[src/rtl/shift_seq_pkg.sv]
// -----------------------------------------------------------------------------
// shift_seq_pkg
// Shared definitions for the iterative shift/rotate responder.
//   OP_*    : operation codes, identical to the ALU funct encoding for shifts
//   state_t : FSM state encoding used by shift_seq
// -----------------------------------------------------------------------------
package shift_seq_pkg;

    localparam logic [1:0] OP_ROL = 2'b00;
    localparam logic [1:0] OP_SLL = 2'b01;
    localparam logic [1:0] OP_ROR = 2'b10;
    localparam logic [1:0] OP_SRL = 2'b11;

    typedef enum logic [1:0] {
        ST_IDLE  = 2'b00,
        ST_SHIFT = 2'b01,
        ST_DONE  = 2'b10
    } state_t;

endpackage : shift_seq_pkg

[src/rtl/shift_seq_step.sv]
// -----------------------------------------------------------------------------
// shift_seq_step
// Combinational one-position shift/rotate selected by op.
// Ports:
//   op       in  2      operation (OP_ROL / OP_SLL / OP_ROR / OP_SRL)
//   data_in  in  WIDTH  value to shift
//   data_out out WIDTH  value shifted by exactly one position
// -----------------------------------------------------------------------------
module shift_seq_step
    import shift_seq_pkg::*;
#(
    parameter int WIDTH = 16
) (
    input  logic [1:0]       op,
    input  logic [WIDTH-1:0] data_in,
    output logic [WIDTH-1:0] data_out
);

    always_comb begin
        data_out = data_in;
        case (op)
            OP_ROL:  data_out = {data_in[WIDTH-2:0], data_in[WIDTH-1]};
            OP_SLL:  data_out = {data_in[WIDTH-2:0], 1'b0};
            OP_ROR:  data_out = {data_in[0], data_in[WIDTH-1:1]};
            OP_SRL:  data_out = {1'b0, data_in[WIDTH-1:1]};
            default: data_out = data_in;
        endcase
    end

endmodule : shift_seq_step

[src/rtl/shift_seq.sv]
// -----------------------------------------------------------------------------
// shift_seq
// Iterative shift/rotate responder: rol/sll/ror/srl one bit position per clock
// (two per clock when SHIFT_SEQ_DOUBLE_STEP_EN is defined), bit-identical to
// the combinational ALU shift result for the same operand and amount.
//
// Build option:
//   SHIFT_SEQ_DOUBLE_STEP_EN  shift two positions per SHIFT cycle while the
//                             remaining count is >= 2 (latency ceil(n/2)+1)
//
// Ports:
//   clk      in  1      system clock, rising edge
//   rst      in  1      synchronous reset, active high
//   start    in  1      request, only sampled while busy=0
//   op       in  2      00 rol, 01 sll, 10 ror, 11 srl
//   data_in  in  WIDTH  operand (Rs)
//   amt      in  AMT_W  shift amount
//   busy     out 1      operation in flight
//   done     out 1      one-cycle pulse, res valid
//   res      out WIDTH  result, held until the next accepted operation completes
//
// state    | meaning
// ---------+-------------------------------------------------------------
// ST_IDLE  | waiting for start; busy=0
// ST_SHIFT | working register shifting, count holds remaining positions
// ST_DONE  | done pulse, res valid; always returns to ST_IDLE
// -----------------------------------------------------------------------------
module shift_seq
    import shift_seq_pkg::*;
#(
    parameter int WIDTH = 16,
    parameter int AMT_W = 4
) (
    input  logic             clk,
    input  logic             rst,
    input  logic             start,
    input  logic [1:0]       op,
    input  logic [WIDTH-1:0] data_in,
    input  logic [AMT_W-1:0] amt,
    output logic             busy,
    output logic             done,
    output logic [WIDTH-1:0] res
);

    state_t           state_q, state_d;
    logic [WIDTH-1:0] work_q, work_d;
    logic [AMT_W-1:0] count_q, count_d;
    logic [1:0]       op_q, op_d;
    logic [WIDTH-1:0] res_q, res_d;
    logic             busy_q, busy_d;
    logic             done_q, done_d;

    logic [WIDTH-1:0] step1;
    logic [WIDTH-1:0] shift_val;
    logic [AMT_W-1:0] dec;
    logic [AMT_W-1:0] count_next;

`ifdef SHIFT_SEQ_DOUBLE_STEP_EN
    logic [WIDTH-1:0] step2;

    shift_seq_step #(.WIDTH(WIDTH)) u_step_a (
        .op       (op_q),
        .data_in  (work_q),
        .data_out (step1)
    );

    shift_seq_step #(.WIDTH(WIDTH)) u_step_b (
        .op       (op_q),
        .data_in  (step1),
        .data_out (step2)
    );

    // A lone remaining position takes the single-step path so odd counts
    // never overshoot.
    always_comb begin
        shift_val = step1;
        dec       = AMT_W'(1);
        if (count_q >= AMT_W'(2)) begin
            shift_val = step2;
            dec       = AMT_W'(2);
        end
    end
`else
    shift_seq_step #(.WIDTH(WIDTH)) u_step (
        .op       (op_q),
        .data_in  (work_q),
        .data_out (step1)
    );

    assign shift_val = step1;
    assign dec       = AMT_W'(1);
`endif

    assign count_next = count_q - dec;

    always_comb begin
        state_d = state_q;
        work_d  = work_q;
        count_d = count_q;
        op_d    = op_q;
        res_d   = res_q;

        case (state_q)
            ST_IDLE: begin
                if (start) begin
                    op_d    = op;
                    work_d  = data_in;
                    count_d = amt;
                    if (amt == '0) begin
                        // Zero amount: result is the operand, straight to done.
                        state_d = ST_DONE;
                        res_d   = data_in;
                    end else begin
                        state_d = ST_SHIFT;
                    end
                end
            end
            ST_SHIFT: begin
                work_d  = shift_val;
                count_d = count_next;
                if (count_next == '0) begin
                    // Capture on the last shift so res is valid with done.
                    state_d = ST_DONE;
                    res_d   = shift_val;
                end
            end
            ST_DONE: begin
                state_d = ST_IDLE;
            end
            default: begin
                state_d = ST_IDLE;
            end
        endcase

        // Outputs registered alongside the state so they are glitch-free.
        busy_d = (state_d != ST_IDLE);
        done_d = (state_d == ST_DONE);
    end

    always_ff @(posedge clk) begin
        if (rst) begin
            state_q <= ST_IDLE;
            work_q  <= '0;
            count_q <= '0;
            op_q    <= OP_ROL;
            res_q   <= '0;
            busy_q  <= 1'b0;
            done_q  <= 1'b0;
        end else begin
            state_q <= state_d;
            work_q  <= work_d;
            count_q <= count_d;
            op_q    <= op_d;
            res_q   <= res_d;
            busy_q  <= busy_d;
            done_q  <= done_d;
        end
    end

    assign busy = busy_q;
    assign done = done_q;
    assign res  = res_q;

endmodule : shift_seq

[config.mk]
export PLATFORM = sky130hd
export DESIGN_NAME = shift_seq
export DESIGN_NICKNAME = d
export VERILOG_FILES = /design/src/rtl/shift_seq_pkg.sv /design/src/rtl/shift_seq_step.sv /design/src/rtl/shift_seq.sv
export SDC_FILE = /design/constraint.sdc
export NUM_CORES = 1
export LEC_CHECK = 0
export ABC_AREA = 1
export BUFFER_PORTS_ARGS = -buffer_cell sky130_fd_sc_hd__buf_2
export CAP_MARGIN = 0
export CORE_ASPECT_RATIO = 1.2
export CORE_MARGIN = 8
export CORE_UTILIZATION = 45
export CTS_CLUSTER_DIAMETER = 40
export DETAILED_ROUTE_END_ITERATION = 10
export MAX_ROUTING_LAYER = met4
export PLACE_DENSITY = 0.7
export REMOVE_ABC_BUFFERS = 1
export SYNTH_ARGS = -nofsm -noshare
export SYNTH_HDL_FRONTEND = slang
export SYNTH_SLANG_ARGS = --single-unit
[constraint.sdc]
create_clock -name clk -period 1.34 [get_ports clk]
set_input_delay 0.268 -clock clk [delete_from_list [all_inputs] [get_ports clk]]
set_output_delay 0.268 -clock clk [all_outputs]
set_load 0.1 [all_outputs]
==> impl_results.md, run 1 <==
* Status: complete, but fails checks
* Failing checks: setup timing
* Synth top area cells: dfxtp_1, a21oi_1, nand2_1
* Hold Path Cell Cnt at 3
* Max-Cap Viols at 0
* Post-route ant nets at 0
* Synth warn at 0
* IO Pins at 43
* CP Capture Type: flop
* Met2 wire length at 3.08 mm
* Post-synthesis register bit count at 42
* Clock share of power at 0.230
* Max clock buf depth at 2
* DR WL met3 at 321 µm
* Post-synthesis simple-gate area fraction at 0.250
* Final Skew at 4.95 ps
* Mux cell area share after synthesis at 0
* Dpl hpwl at 3.92 mm
* Largest net degree at the start of global routing at 36
* Vias per std cell at 5.15
* Psw at 1.19 mW
* Post-route DRC at 0
* Crit-path max FO at 6
* Register-to-Register Path Depth at 10
* Total Routing Usage GR at 0.164
* Htree depth at 2
* Post-Synth Adder-Cell Area at 0.0110
* WL final at 6.11 mm
* Die height at 93.7 µm
* Type of origin of the critical path: flop
* Setup violations, final at 19
* Core area at 0.00490 mm²
* Final Net Count at 386
* Top Metal Used: met4
* Max_slew headroom at 0.678
* Leak Pwr at 1.44 nW
* Mapped Area at 0.00226 mm²
* Most frequent cells in the layout: nand2_1, nor2_1, dfxtp_1
* Post-route insts no fill at 419
* Top-area cell type share of the netlist area at 0.371
* Pre-Repair DR Iteration Count at 4
* Period Utilization, post-route at 1.15
* First-pass GRT wire length at 9.78 mm
* CTS tree: yes
* Initial antenna violation count at 0
* Max Freq at 0.647 GHz
* Largest family of logic cells by synthesized area: simple AND/OR/NAND/NOR gates
* Worst slew pin tran at 486 ps
* Worst vdd ir at 0.726 mV
* Sw frac at 0.355
* Final Cell Area at 0.00314 mm²
* Seq/Total Area, Yosys at 0.371
* Initial Utilization at 0.462
* Vias in the first global route at 2,155
* Placed instance area at 0.00283 mm²
* Final Hold Violating Endpoints at 0
* Worst-Skew Late Latency at 290 ps
* Setup ws final at -205 ps
* P_int at 2.16 mW
* Crit path DAT at 1740 ps
* Die width at 80.8 µm
* CTS clock-pin slew for the worst setup and hold paths at 80 ps
* WL per Instance at 14.6 µm
* Port bufs at 42
* Final min period at 1540 ps
* GP Congestion at 0.827
* Mapped Cells at 301
* Initial DRC Count at 149
* Total global routing overflow at 0
* Post-Place Cells at 401
* RSZ-0062 raised after global routing: yes
* Worst Hold Class: input port to flop
* Pins Over Slew Limit at 0
* Total number of vias at 2,156
* Fraction of layout cells with a size suffix above 1 at 0.357
* CTS buffer count at 5
* Post-synth cell types at 28
* Clk sinks at 42
* Dominant cell type by area after synthesis: dfxtp_1
* Crit Path Category: flop to flop
* Layout area overhead at 38.7%
* DRT met1 WL at 2.56 mm
* DIE AREA at 0.00757 mm²
* Comb power frac at 0.333
* Reg power frac at 0.437
* Clk root buf: clkbuf_8
* Commonest non-fill, non-tap cell in the layout: nand2_1
* Post-synthesis compound-gate area fraction at 0.237
* Core Rows at 28
* Avg Inst Size Synth at 7.52 µm²
* Synth Area in XOR/XNOR at 0
* # diodes at 0
* CP required at 1530 ps
* Pwr/cell area at 1070 mW/mm²
timing repair:
action	in CTS	in global routing
endpoints found under the hold margin	0	0
hold buffers	0	0
pin swaps	2	9
setup endpoints to repair	18	28
setup buffers	3	6
resized for setup	11	25
cloned	0	2
final timing paths:
path / startpoint / end / slack [ps]
max reg2reg: count_q[1] / res[6] / -200
min: op[0] / op_q[0] / 240
min reg2reg: count_q[1] / count_q[1] / 510
max: count_q[1] / res[6] / -200
critical path, cell delays in order, from the launching register on:
cell and delay [ps]:
dfxtp_2 360, inv_4 50, ha_4 160, nand2_2 70, nand2_2 80, nor2_4 140
nand3_4 100, buf_12 150, clkbuf_16 150, a21oi_1 120, nor2_1 60
flip-flops by register name, summed over array words and instances (netlist names):
| signal | cells |
|---|---|
| op_q | 2 |
| work_q | 16 |
| res | 16 |
| count_q | 4 |
| busy | 1 |
| done | 1 |
| state_q | 2 |
power groups by stage:
stage / sequential [mW] / combinational (mW) / clock (mW)
5_1_grt: 1.48 / 1.21 / 0.862
3_3_place_gp: 1.48 / 0.993 / 0
4_1_cts: 1.46 / 1.05 / 0.793
6_report: 1.47 / 1.12 / 0.772
2_1_floorplan: 1.64 / 0.487 / 0
3_5_place_dp: 1.49 / 1.01 / 0
routing by layer:
metal,global-route usage,up-vias
met5,-,-
met4,0.0433,0
met3,0.0469,11
met2,0.272,50
met1,0.187,999
li1,-,1096
through the flow:
stage	total power, mW	hold slack, ps	worst slack [ps]	setup TNS, ps	util
2_1_floorplan	2.13	337	-178	-1440	-
3_3_place_gp	2.47	482	-84.2	-1190	0.578
3_5_place_dp	2.49	503	-162	-2340	0.578
4_1_cts	3.30	242	-101	-1280	0.604
5_1_grt	3.56	253	-296	-4680	0.640
6_report	3.36	238	-205	-3090	0.640
area by class of cell:
type / count / area, µm²
Timing Repair Buffer: 71 / 815
Multi-Input combinational cell: 210 / 1210
Fill cell: 428 / 1760
Sequential cell: 42 / 846
Clock buffer: 7 / 76.3
Inverter: 29 / 119
Tap cell: 60 / 75.1
kinds of logic (layout without fill, tap and decap cells):
| kind of cell | after synthesis | count (layout) |
|---|---|---|
| and+or+nand+nor | 118 | 118 |
| DFF | 42 | 42 |
| AOI/OAI and AO/OA | 90 | 90 |
| adders and majority gates | 2 | 2 |
| buffers and inverters | 49 | 107 |
cells in the mapped netlist:
cell / count
ha_1: 2
o21ai_0: 11
nor2_4: 1
a21oi_2: 12
buf_4: 4
o21a_1: 11
nor2_2: 1
nor3b_2: 1
nand3_4: 1
dfxtp_1: 42
buf_6: 8
o211ai_2: 1
a21oi_1: 39
inv_4: 3
nand2_1: 48
nand3b_1: 14
o21ai_1: 13
nand2_2: 2
buf_8: 2
inv_1: 24
nor2_1: 44
nand2_4: 4
inv_2: 1
buf_2: 6
a31oi_1: 1
clkinv_1: 1
nand3_1: 2
o211ai_1: 2
Note: power is estimated with default switching activity, not from simulation.
==> inputs of run 2 (changes only) <==
--- a/config.mk
+++ b/config.mk
@@ -14,7 +14,7 @@
 export CTS_CLUSTER_DIAMETER = 40
 export DETAILED_ROUTE_END_ITERATION = 10
 export MAX_ROUTING_LAYER = met4
-export PLACE_DENSITY = 0.7
+export PLACE_DENSITY = 0.67
 export REMOVE_ABC_BUFFERS = 1
 export SYNTH_ARGS = -nofsm -noshare
 export SYNTH_HDL_FRONTEND = slang
==> constraint.sdc (replaced) <==
create_clock -name clk -period 1.5 [get_ports clk]
set_input_delay 0.3 -clock clk [delete_from_list [all_inputs] [get_ports clk]]
set_output_delay 0.3 -clock clk [all_outputs]
set_load 0.1 [all_outputs]
==> impl_results.md, run 2 (synthesized netlist as in run 1, its figures left out) <==
* Max clock buf depth at 2 (unchanged)
* WL per Instance at 14.0 µm (-3.7%)
* Pre-Repair DR Iteration Count at 4 (unchanged)
* Total number of vias at 2,074 (-3.8%)
* Setup TNS at -9.12 ps (+3080 ps)
* Crit path DAT at 1690 ps (-50 ps)
* CP required at 1680 ps (+150 ps)
* Dpl hpwl at 3.90 mm (-0.45%)
* Die width at 80.8 µm (unchanged)
* Failing checks: setup timing
* P_int at 1.81 mW (-16%)
* Psw at 1.00 mW (-16%)
* Initial DRC Count at 106 (-29%)
* Reg2reg end: res[4]
* FILL cells at 506 (+18%)
* Total Routing Usage GR at 0.159 (-0.00447)
* Fin util at 0.542 (-0.0987)
* Final hold slack at 276 ps (+38.1 ps)
* Final Skew at 3.47 ps (-1.48 ps)
* Max_slew headroom at 0.673 (-0.00511)
* Worst vdd ir at 0.639 mV (-12%)
* Setup ws final at -9.12 ps (+195 ps)
* Max Freq at 0.663 GHz (+2.3%)
* Comb power frac at 0.297 (-0.036)
* Post-route DRC at 0 (unchanged)
* Layout area overhead at 17.3%
* Core Rows at 28 (unchanged)
* Commonest non-fill, non-tap cell in the layout: nand2_1
* Leak Pwr at 1.29 nW (-11%)
* Final Hold Violating Endpoints at 0 (unchanged)
* RR Startpoint: count_q[0]
* Post-Place Cells at 396 (-1.2%)
* Post-route insts no fill at 406 (-3.1%)
* Post-route ant nets at 0 (unchanged)
* GP Congestion at 0.851 (+2.8%)
* Pins Over Slew Limit at 0 (unchanged)
* RSZ-0062 raised after global routing: yes
* Clk root buf: clkbuf_8
* Crit Path Category: flop to flop
* Largest net degree at the start of global routing at 26 (-28%)
* CTS tree: yes
* Hold Path Cell Cnt at 3 (unchanged)
* Initial Utilization at 0.462 (unchanged)
* Most frequent cells in the layout: nand2_1, nor2_1, buf_2
* Core area at 0.00490 mm² (unchanged)
* Type of origin of the critical path: flop
* Reg power frac at 0.460 (+0.023)
* CTS clock-pin slew for the worst setup and hold paths at 70 ps (about the same)
* CP Capture Type: flop
* Period Utilization, post-route at 1.01 (-0.147)
* Clock share of power at 0.243 (+0.013)
* Pwr/cell area at 1060 mW/mm² (-0.84%)
* Register-to-Register Path Depth at 9 (-1)
* Initial antenna violation count at 0 (unchanged)
* Crit-path max FO at 6 (unchanged)
* Die height at 93.7 µm (unchanged)
* Worst-Skew Late Latency at 290 ps (about the same)
* Reg2Reg Setup Slack at -9 ps (+200 ps)
* Worst Hold Class: input port to flop
* Vias in the first global route at 2,080 (-3.5%)
* Final min period at 1510 ps (-35.4 ps)
* Vias per std cell at 5.11 (-0.72%)
* Total global routing overflow at 0 (unchanged)
* Clk sinks at 42 (unchanged)
* Htree depth at 2 (unchanged)
* Max-Cap Viols at 0 (unchanged)
* Final Net Count at 373 (-3.4%)
* First-pass GRT wire length at 9.40 mm (-3.9%)
* Worst slew pin tran at 494 ps (+7.72 ps)
* # diodes at 0 (unchanged)
* WL final at 5.70 mm (-6.7%)
* CTS Hold Buffers Added at 0 (unchanged)
* Sw frac at 0.357 (+0.00197)
* CTS buffer count at 5 (unchanged)
* Hold_sp: op[0]
* Min-Delay Endpoint: op_q[0]
* Status: complete, but fails checks
* Setup violations, final at 1 (-18)
* PnR Total Power at 2.81 mW (-16%)
* Port bufs at 42 (unchanged)
* Multi-input gate area at 0.00116 mm² (-4.0%)
* Fraction of layout cells with a size suffix above 1 at 0.295 (-0.0617)
* Register area at 843 µm² (-0.30%)
* DIE AREA at 0.00757 mm² (unchanged)
* IO Pins at 43 (unchanged)
run 2: how the worst max path moves through the flow:
stage | startpoint | to | slack (ps) | depth (start not counted)
5_1_grt | count_q[0] | res[11] | -120 | 10
4_1_cts | count_q[0] | res[4] | 0.2 | 9
3_3_place_gp | count_q[0] | res[7] | 70 | 9
3_5_place_dp | count_q[0] | res[4] | 20 | 9
6_report | count_q[0] | res[4] | -9 | 9
2_1_floorplan | count_q[0] | res[13] | -20 | 10
run 2: layout make-up:
cell class              instances  area share
multi-input cells             210       0.437
flip-flops and latches         42       0.317
repair buffers                 58       0.144
inverters                      29      0.0447
clock buffers                   7      0.0287
well taps                      60      0.0283
run 2: power groups by stage:
stage	sequential (mW)	clock (mW)	combinational, mW
floorplan	1.47	0	0.435
global placement	1.32	0	0.792
detailed placement	1.32	0	0.799
CTS	1.29	0.711	0.803
global route	1.31	0.746	0.924
finish	1.30	0.683	0.836
run 2: metrics by stage:
| step | setup slack [ps] | area (µm²) |
|---|---|---|
| final | -9.12 | 2660 |
| after global routing | -121 | 2660 |
| after CTS | 0.212 | 2560 |
| after detailed placement | 22.3 | 2480 |
| after global placement | 72.2 | 2480 |
| after floorplan | -17.7 | 2080 |
run 2: layer usage:
| layer | up-vias | wire length [µm] | global-route usage |
|---|---|---|---|
| met4 | 0 | 106 | 0.0552 |
| met3 | 11 | 297 | 0.0412 |
| met2 | 51 | 2700 | 0.255 |
| li1 | 1069 | - | - |
| met1 | 943 | 2600 | 0.188 |
| met5 | - | 0 | - |
run 2: what timing repair did:
item,CTS,global route
buffers inserted,0,1
setup endpoints to repair,0,18
resized for setup,0,15
run 2: worst max-delay path, stage by stage, from the launching register on:
cell and delay (ps):
dfxtp_2 350, inv_2 50, ha_4 150, nand2_1 70
nand2_2 80, nor2_4 130, nand3_4 160, clkbuf_16 210
a21oi_1 130, nor2_1 60
==> inputs of run 3 (changes only) <==
--- a/config.mk
+++ b/config.mk
@@ -10,11 +10,12 @@
 export CAP_MARGIN = 0
 export CORE_ASPECT_RATIO = 1.2
 export CORE_MARGIN = 8
-export CORE_UTILIZATION = 45
+export CORE_UTILIZATION = 47
 export CTS_CLUSTER_DIAMETER = 40
 export DETAILED_ROUTE_END_ITERATION = 10
+export GPL_TIMING_DRIVEN = 0
 export MAX_ROUTING_LAYER = met4
-export PLACE_DENSITY = 0.67
+export PLACE_DENSITY = 0.69
 export REMOVE_ABC_BUFFERS = 1
 export SYNTH_ARGS = -nofsm -noshare
 export SYNTH_HDL_FRONTEND = slang
==> constraint.sdc (replaced) <==
create_clock -name clk -period 1.5 [get_ports clk]
set_input_delay 0.3 -clock clk [delete_from_list [all_inputs] [get_ports clk]]
set_output_delay 0.3 -clock clk [all_outputs]
set_load 0.01 [all_outputs]
==> impl_results.md, run 3 (synthesized netlist as in run 1, its figures left out) <==
* IO Pins at 43 (unchanged)
* Worst vdd ir at 0.573 mV (-10%)
* DIE AREA at 0.00730 mm² (-3.5%)
* Max_slew headroom at 0.671 (-0.00196)
* Pre-Repair DR Iteration Count at 4 (unchanged)
* CP required at 1690 ps (about the same)
* Worst slew pin tran at 493 ps (-1.02 ps)
* PnR Total Power at 2.86 mW (+1.8%)
* WL final at 5.53 mm (-3.1%)
* Failing checks: setup timing
* Core area at 0.00463 mm² (-5.6%)
* Post-route DRC at 0 (unchanged)
* RSZ-0062 raised after global routing: yes
* Post-route ant nets at 0 (unchanged)
* Die height at 92.0 µm (-1.8%)
* Setup violations, final at 1 (unchanged)
* CP Capture Type: flop
* Crit Path Category: flop to flop
* WL per Instance at 13.8 µm (-1.7%)
* Total Routing Usage GR at 0.152 (-0.00697)
* Fin util at 0.571 (+0.0291)
* Final Skew at 4.17 ps (+0.700 ps)
* Crit path DAT at 1700 ps (about the same)
* Total global routing overflow at 0 (unchanged)
* Final Hold Violating Endpoints at 0 (unchanged)
* Commonest non-fill, non-tap cell in the layout: nand2_1
* Placed instance area at 0.00237 mm² (-4.5%)
* Dpl hpwl at 3.31 mm (-15%)
* Initial DRC Count at 103 (-2.8%)
* Setup ws final at -9.05 ps (+0.0635 ps)
* Setup TNS at -9.05 ps (+0.0635 ps)
* Final Cell Area at 0.00264 mm² (-0.57%)
* # diodes at 0 (unchanged)
* Initial Utilization at 0.489 (+0.0276)
* Clk root buf: clkbuf_8
* Die width at 79.4 µm (-1.7%)
* Pins Over Slew Limit at 0 (unchanged)
* Port bufs at 42 (unchanged)
* CTS Hold Buffers Added at 0 (unchanged)
* CTS tree: yes
* Clk sinks at 42 (unchanged)
* Period Utilization, post-route at 1.01 (about the same)
* Pwr/cell area at 1080 mW/mm² (+2.4%)
* Fraction of layout cells with a size suffix above 1 at 0.289 (-0.00532)
* Worst-Skew Late Latency at 300 ps (about the same)
* Most frequent cells in the layout: nand2_1, nor2_1, buf_2
* Vias in the first global route at 1,944 (-6.5%)
* Final hold slack at 266 ps (-9.60 ps)
* Type of origin of the critical path: flop
* Total number of vias at 2,037 (-1.8%)
* Post-route insts no fill at 400 (-1.5%)
* Max clock buf depth at 2 (unchanged)
* GP Congestion at 0.818 (-3.8%)
* Worst Hold Class: input port to flop
* Crit-path max FO at 8 (+2)
* DP Worst Slack at -434 ps (-456 ps)
* Initial antenna violation count at 0 (unchanged)
* Final min period at 1510 ps (-0.0635 ps)
* First-pass GRT wire length at 8.84 mm (-6.0%)
* Max Freq at 0.663 GHz (about the same)
* Layout area overhead at 16.6%
* Max-Cap Viols at 0 (unchanged)
* Largest net degree at the start of global routing at 36 (+38%)
* Leak Pwr at 1.26 nW (-1.9%)
* Status: complete, but fails checks
* Core Rows at 27 (-3.6%)
* Vias per std cell at 5.09 (-0.31%)
* Post-Place Cells at 381 (-3.8%)
* FILL cells at 440 (-13%)
* CTS clock-pin slew for the worst setup and hold paths at 80 ps (about the same)
* Htree depth at 2 (unchanged)
* Final Net Count at 368 (-1.3%)
* CTS buffer count at 5 (unchanged)
-- run 3: cell count changes in the layout (fill, tap and decap cells not counted), sizes merged --
cell | previous run | this run
clkbuf | 9 | 8
buf | 56 | 51
nand3 | 3 | 5
-- run 3: area by class of cell --
| class | count | area [µm²] | area share |
|---|---|---|---|
| multi-input combinational | 212 | 1190 | 0.451 |
| sequential | 42 | 847 | 0.321 |
| timing repair buffer | 51 | 298 | 0.113 |
| inverter | 29 | 123 | 0.0464 |
| clock buffer | 8 | 110 | 0.0417 |
| tap | 58 | 72.6 | 0.0275 |
-- run 3: what timing repair did --
item,in CTS,in global routing
cloned,1,1
resized for setup,14,6
pin swaps,5,6
setup buffers,6,3
endpoints found under the setup margin,37,24
-- run 3: power breakdown --
group	leakage (nW)	internal, mW	switching [mW]
clock network	0.0575	0.465	0.401
logic	0.857	0.269	0.421
registers	0.346	1.22	0.0872
-- run 3: worst paths after layout --
| check | start | end | slack (ps) | cells past startpoint |
|---|---|---|---|---|
| max reg2reg | count_q[1] | res[10] | -9 | 10 |
| min reg2reg | res[15] | res[15] | 480 | 2 |
| max | count_q[1] | res[10] | -9 | 10 |
| min | op[0] | op_q[0] | 270 | 3 |
-- run 3: layer usage --
layer | up-vias | share of wire | GRT usage
met1 | 931 | 0.46 | 0.163
met4 | 0 | 0.016 | 0.0542
met5 | - | 0 | -
met3 | 8 | 0.042 | 0.0420
li1 | 1059 | - | -
met2 | 39 | 0.49 | 0.260
-- run 3: worst max-delay path, stage by stage (launching register included) --
cell and delay, ps:
dfxtp_2 330, inv_2 80, ha_4 140, inv_2 30, nand2_2 50, nand2_2 70
nor2_4 170, buf_4 150, nand3_4 130, a21oi_1 170, nor2_1 70
